File: src/rtl/extbus_arbiter.sv
// rtl/extbus_arbiter.sv - two-master round-robin arbiter for the external bus
module extbus_arbiter #(
  parameter int DATA_WIDTH     = 32,
  parameter int EXT_ADDR_WIDTH = 16,
  parameter int TIMEOUT_CYCLES = 256
) (
  input  logic                      clk,
  input  logic                      reset_n,
  input  logic                      r0_req,
  input  logic                      r1_req,
  input  logic                      r0_we,
  input  logic                      r1_we,
  input  logic [1:0]                r0_size,
  input  logic [1:0]                r1_size,
  input  logic [EXT_ADDR_WIDTH-1:0] r0_addr,
  input  logic [EXT_ADDR_WIDTH-1:0] r1_addr,
  input  logic [DATA_WIDTH-1:0]     r0_wdata,
  input  logic [DATA_WIDTH-1:0]     r1_wdata,
  input  logic                      r1_urgent,
  input  logic                      bus_rdy,
  input  logic [DATA_WIDTH-1:0]     data_bus_recv,
  output logic                      r0_done,
  output logic                      r1_done,
  output logic                      r0_err,
  output logic                      r1_err,
  output logic [DATA_WIDTH-1:0]     rdata,
  output logic                      bus_en,
  output logic                      bus_we,
  output logic [1:0]                bus_size,
  output logic [EXT_ADDR_WIDTH-1:0] bus_addr,
  output logic [DATA_WIDTH-1:0]     data_bus_drv,
  output logic                      data_bus_o_en,
  output logic                      data_bus_i_en,
  output logic                      busy
);

  localparam int CW = $clog2(TIMEOUT_CYCLES);

  typedef enum logic [1:0] {IDLE, XFER, DONE} state_t;

  state_t                    state;
  state_t                    state_nxt;
  logic                      owner;
  logic                      ptr;
  logic                      we_q;
  logic [1:0]                size_q;
  logic [EXT_ADDR_WIDTH-1:0] addr_q;
  logic [DATA_WIDTH-1:0]     wdata_q;
  logic [DATA_WIDTH-1:0]     rdata_q;
  logic [CW-1:0]             cnt;
  logic                      err_q;
  logic                      grant1;
  logic                      terminal;

  // Urgent requester 1 overrides the pointer; a lone requester always wins.
  assign grant1   = r1_req && (r1_urgent || !r0_req || ptr);
  assign terminal = (cnt == CW'(TIMEOUT_CYCLES - 1));

  always_ff @(posedge clk) begin
    if (!reset_n) state <= IDLE;
    else          state <= state_nxt;
  end

  always_comb begin
    state_nxt = state;
    case (state)
      IDLE:    if (r0_req || r1_req) state_nxt = XFER;
      XFER:    if (bus_rdy || terminal) state_nxt = DONE;
      DONE:    state_nxt = IDLE;
      default: state_nxt = IDLE;
    endcase
  end

  always_ff @(posedge clk) begin
    if (!reset_n) begin
      owner   <= 1'b0;
      ptr     <= 1'b0;
      we_q    <= 1'b0;
      size_q  <= '0;
      addr_q  <= '0;
      wdata_q <= '0;
      rdata_q <= '0;
      cnt     <= '0;
      err_q   <= 1'b0;
    end else begin
      case (state)
        IDLE: begin
          if (r0_req || r1_req) begin
            owner   <= grant1;
            we_q    <= grant1 ? r1_we    : r0_we;
            size_q  <= grant1 ? r1_size  : r0_size;
            addr_q  <= grant1 ? r1_addr  : r0_addr;
            wdata_q <= grant1 ? r1_wdata : r0_wdata;
            cnt     <= '0;
          end
        end
        XFER: begin
          // A ready at the terminal count still completes successfully.
          if (bus_rdy) begin
            rdata_q <= we_q ? '0 : data_bus_recv;
            err_q   <= 1'b0;
          end else begin
            cnt <= cnt + 1'b1;
            if (terminal) begin
              rdata_q <= '0;
              err_q   <= 1'b1;
            end
          end
        end
        DONE:    ptr <= ~owner;
        default: ;
      endcase
    end
  end

  always_comb begin
    bus_en        = (state == XFER);
    bus_we        = we_q;
    bus_size      = size_q;
    bus_addr      = addr_q;
    data_bus_o_en = (state == XFER) && we_q;
    data_bus_i_en = (state == XFER) && !we_q;
    data_bus_drv  = ((state == XFER) && we_q) ? wdata_q : '0;
    r0_done       = (state == DONE) && !owner;
    r1_done       = (state == DONE) && owner;
    r0_err        = (state == DONE) && !owner && err_q;
    r1_err        = (state == DONE) && owner && err_q;
    rdata         = rdata_q;
    busy          = (state != IDLE);
  end

endmodule

File: config.mk
export PLATFORM = sky130hd
export DESIGN_NAME = extbus_arbiter
export DESIGN_NICKNAME = d
export VERILOG_FILES = /design/src/rtl/extbus_arbiter.sv
export SDC_FILE = /design/constraint.sdc
export NUM_CORES = 1
export LEC_CHECK = 0
export BUFFER_PORTS_ARGS = -buffer_cell sky130_fd_sc_hd__buf_2
export CAP_MARGIN = 20
export CORE_ASPECT_RATIO = 1.25
export CORE_MARGIN = 8
export CORE_UTILIZATION = 34
export CTS_BUF_LIST = sky130_fd_sc_hd__clkbuf_16
export DETAILED_ROUTE_END_ITERATION = 16
export PLACE_DENSITY = 0.73
export SLEW_MARGIN = 20
export SYNTH_ARGS = -nofsm -noshare
export SYNTH_HDL_FRONTEND = slang
export SYNTH_SLANG_ARGS = --single-unit
File: constraint.sdc
create_clock -name clk -period 2.05 [get_ports clk]
set_input_delay 0.205 -clock clk [delete_from_list [all_inputs] [get_ports clk]]
set_output_delay 0.205 -clock clk [all_outputs]
set_load 0.01 [all_outputs]
==> flow_summary.json <==
{
  "max_slew_margin_pct": 46.7,
  "ys_seq_area_share_pct": 38.3,
  "post_cts_buffers": 0,
  "grt_pass1_vias": 5058,
  "yosysTopAreaCell": "dfxtp_1",
  "synth_flop_cell": "dfxtp_1",
  "synthCells": 567,
  "finalCritPeriodShare_pct": 87.7,
  "start_kind": "register",
  "diodes": 0,
  "cts_tree": "done",
  "place_area_sq_um": 6290,
  "synth.area.top_cells": "dfxtp_1 (38%), and3_1 (11%), o311a_1 (10%), o21bai_1 (7.8%), a21boi_0 (7.6%)",
  "wl_per_cell_microns": 18.4,
  "critPathBufInv": 3,
  "synth_warnings": 0,
  "synthArstFlopShare_pct": 0,
  "power_density_nw_per_um2": 727,
  "clk_pin_slew_ns": 0.07,
  "p_leak_nw": 3.28,
  "slowest_stage": "dfxtp_1",
  "ioPinCount": 231,
  "wirelength_microns": 17300,
  "syn_nets": 708,
  "clock_sinks": 96,
  "cpPeakStageDelay_ns": 0.44,
  "track_usage_pct": 17.4,
  "worst_pin_slew_ns": 0.794,
  "numCtsBuffers": 9,
  "cts_root_buf": "clkbuf_16",
  "vdd_ir_drop_max_mv": 0.563,
  "synth_seq_cells": 96,
  "via_per_inst": 5.57,
  "areaGrowthSynthToFinish_pct": 30.8,
  "outcome": "finished clean",
  "grt_start_max_net_pins": 104,
  "path_delay_family": "buffers and inverters",
  "tns_ns": 0,
  "drt_pass1_iterations": 7,
  "drc": 0,
  "grt_pass1_wl_microns": 27400,
  "cp_cell_sequence": "nor2_1 -> inv_2 -> buf_4 -> buf_2",
  "hp-class": "in2reg",
  "fp-row-count": 49,
  "synth_top_area_share_pct": 38.3,
  "synthTopCellsByCount": "dfxtp_1 (96), and3_1 (85), a21oi_1 (71), clkbuf_1 (52), o21bai_1 (52)",
  "htreeDepth": 3,
  "layout_min_cycle_time_ns": 1.80,
  "cts_resized": 0,
  "max_freq_ghz": 0.556,
  "yosysUniqueCellTypes": 36,
  "drt_iter0_drc": 339,
  "end_kind": "output pin",
  "overflow": 0,
  "start_util_pct": 34.8,
  "core_sq_um": 14400,
  "fp.dieW_microns": 125,
  "fin_area_sq_um": 6570,
  "cp_data_required_time_ns": 1.85,
  "layout-drive-gt1-share_pct": 35.3,
  "drtAntennaViolNets": 0,
  "die_h_microns": 152,
  "numPortBuffers": 230,
  "ctsHoldBuffers": 0,
  "hpwl_microns": 11800,
  "clock-skew-final_ns": 0.00705,
  "synth_edf_count": 0,
  "slew_viol_final": 0,
  "dieArea_sq_um": 18900,
  "clock_latency_ns": 0.35,
  "holdWs_ns": 0.172,
  "maxCapViolCount": 0,
  "syn-cell-area_sq_um": 5020,
  "setup_viol": 0,
  "cts_buffer_depth": 2,
  "grt_antenna_before_repair": 2,
  "hold_viol_final": 0,
  "yosysMostFrequentCell": "dfxtp_1",
  "critPathKind": "reg2out",
  "final_nets": 896,
  "via_count": 5228,
  "synth.avg_cell_area_sq_um": 8.85,
  "rsz0062_at_grt": "no",
  "worst-endpoint-arrival_ns": 1.59,
  "place.gp.congestion": 0.755,
  "crit_fanout": 37
}
-- cell families (layout without fill, tap and decap cells) --
| family | count (synthesis) | in the layout | share of synthesized area, % |
|---|---|---|---|
| mux | 3 | 3 | 0.598 |
| buf+inv | 76 | 269 | 6.56 |
| compound gates | 274 | 274 | 39.8 |
| flops | 96 | 96 | 38.3 |
| fa+ha+maj | 1 | 1 | 0.249 |
| simple gates | 117 | 117 | 14.6 |
-- routing by layer --
metal  share of wire (%)  up-vias  routed length [microns]  track usage, %
met5                0.13        -                       23               0
li1                    -     2566                        -               -
met1                  45     2442                     7770            21.6
met2                  46      192                     8020            28.0
met4                 1.8        4                      308            6.10
met3                 6.7       24                     1160            5.05
-- final timing paths --
path | startpoint | end | slack (ns) | depth (start not counted)
setup / recovery | state[0] | busy | 0.25 | 4
hold / removal | data_bus_recv[20] | rdata[20] | 0.17 | 3
setup reg to reg | ptr | bus_addr[14] | 0.41 | 4
hold reg to reg | ptr | ptr | 0.49 | 2
-- state kept, by name, summed over array words and instances (netlist names) --
register,cells
rdata,32
ptr,1
cnt,8
state,2
bus_addr,16
bus_size,2
bus_we,1
wdata_q,32
err_q,1
owner,1
-- worst min-delay path, cell delays in order --
cell	delay [ns]
buf_2	0.10
a21oi_1	0.11
a211oi_1	0.05
-- cell usage in the layout, fill, tap and decap left out, types with 6 or more instances in the layout --
| cell | Yosys | layout |
|---|---|---|
| a21boi_0 | 51 | 51 |
| and3_1 | 85 | 85 |
| buf_4 | 0 | 13 |
| a211oi_1 | 32 | 32 |
| o311a_1 | 51 | 51 |
| inv_1 | 5 | 6 |
| o211ai_1 | 6 | 6 |
| clkbuf_16 | 0 | 9 |
| a21oi_1 | 71 | 71 |
| buf_2 | 11 | 230 |
| o21bai_1 | 52 | 51 |
| dfxtp_1 | 96 | 96 |
-- per-stage QoR --
| stage | util [%] | setup slack (ns) | power (mW) | cells |
|---|---|---|---|---|
| 3_5_place_dp | 43.6 | 0.387 | 3.20 | 922 |
| 4_1_cts | 45.6 | 0.219 | 4.83 | 938 |
| 5_1_grt | 45.6 | 0.0888 | 5.03 | 938 |
| 3_3_place_gp | 43.6 | 0.422 | 3.19 | 922 |
| 6_report | 45.6 | 0.252 | 4.77 | 938 |
| 2_1_floorplan | - | 0.549 | 2.78 | 567 |
-- power breakdown --
part | total, mW | switching, mW | internal (mW) | leakage, nW
clock network | 1.62 | 0.784 | 0.835 | 0.134
registers | 2.08 | 0.0701 | 2.01 | 0.789
logic | 1.07 | 0.584 | 0.486 | 2.36
-- cell type report --
cell class                      instances  area [sq um]
Fill cell                            1439          7840
Clock buffer                            9           225
Sequential cell                        96          1920
Inverter                                6          22.5
Tap cell                              178           223
Clock inverter                          7          53.8
Multi-Input combinational cell        395          2790
Timing Repair Buffer                  247          1330
(Power assumes the default switching activity.)
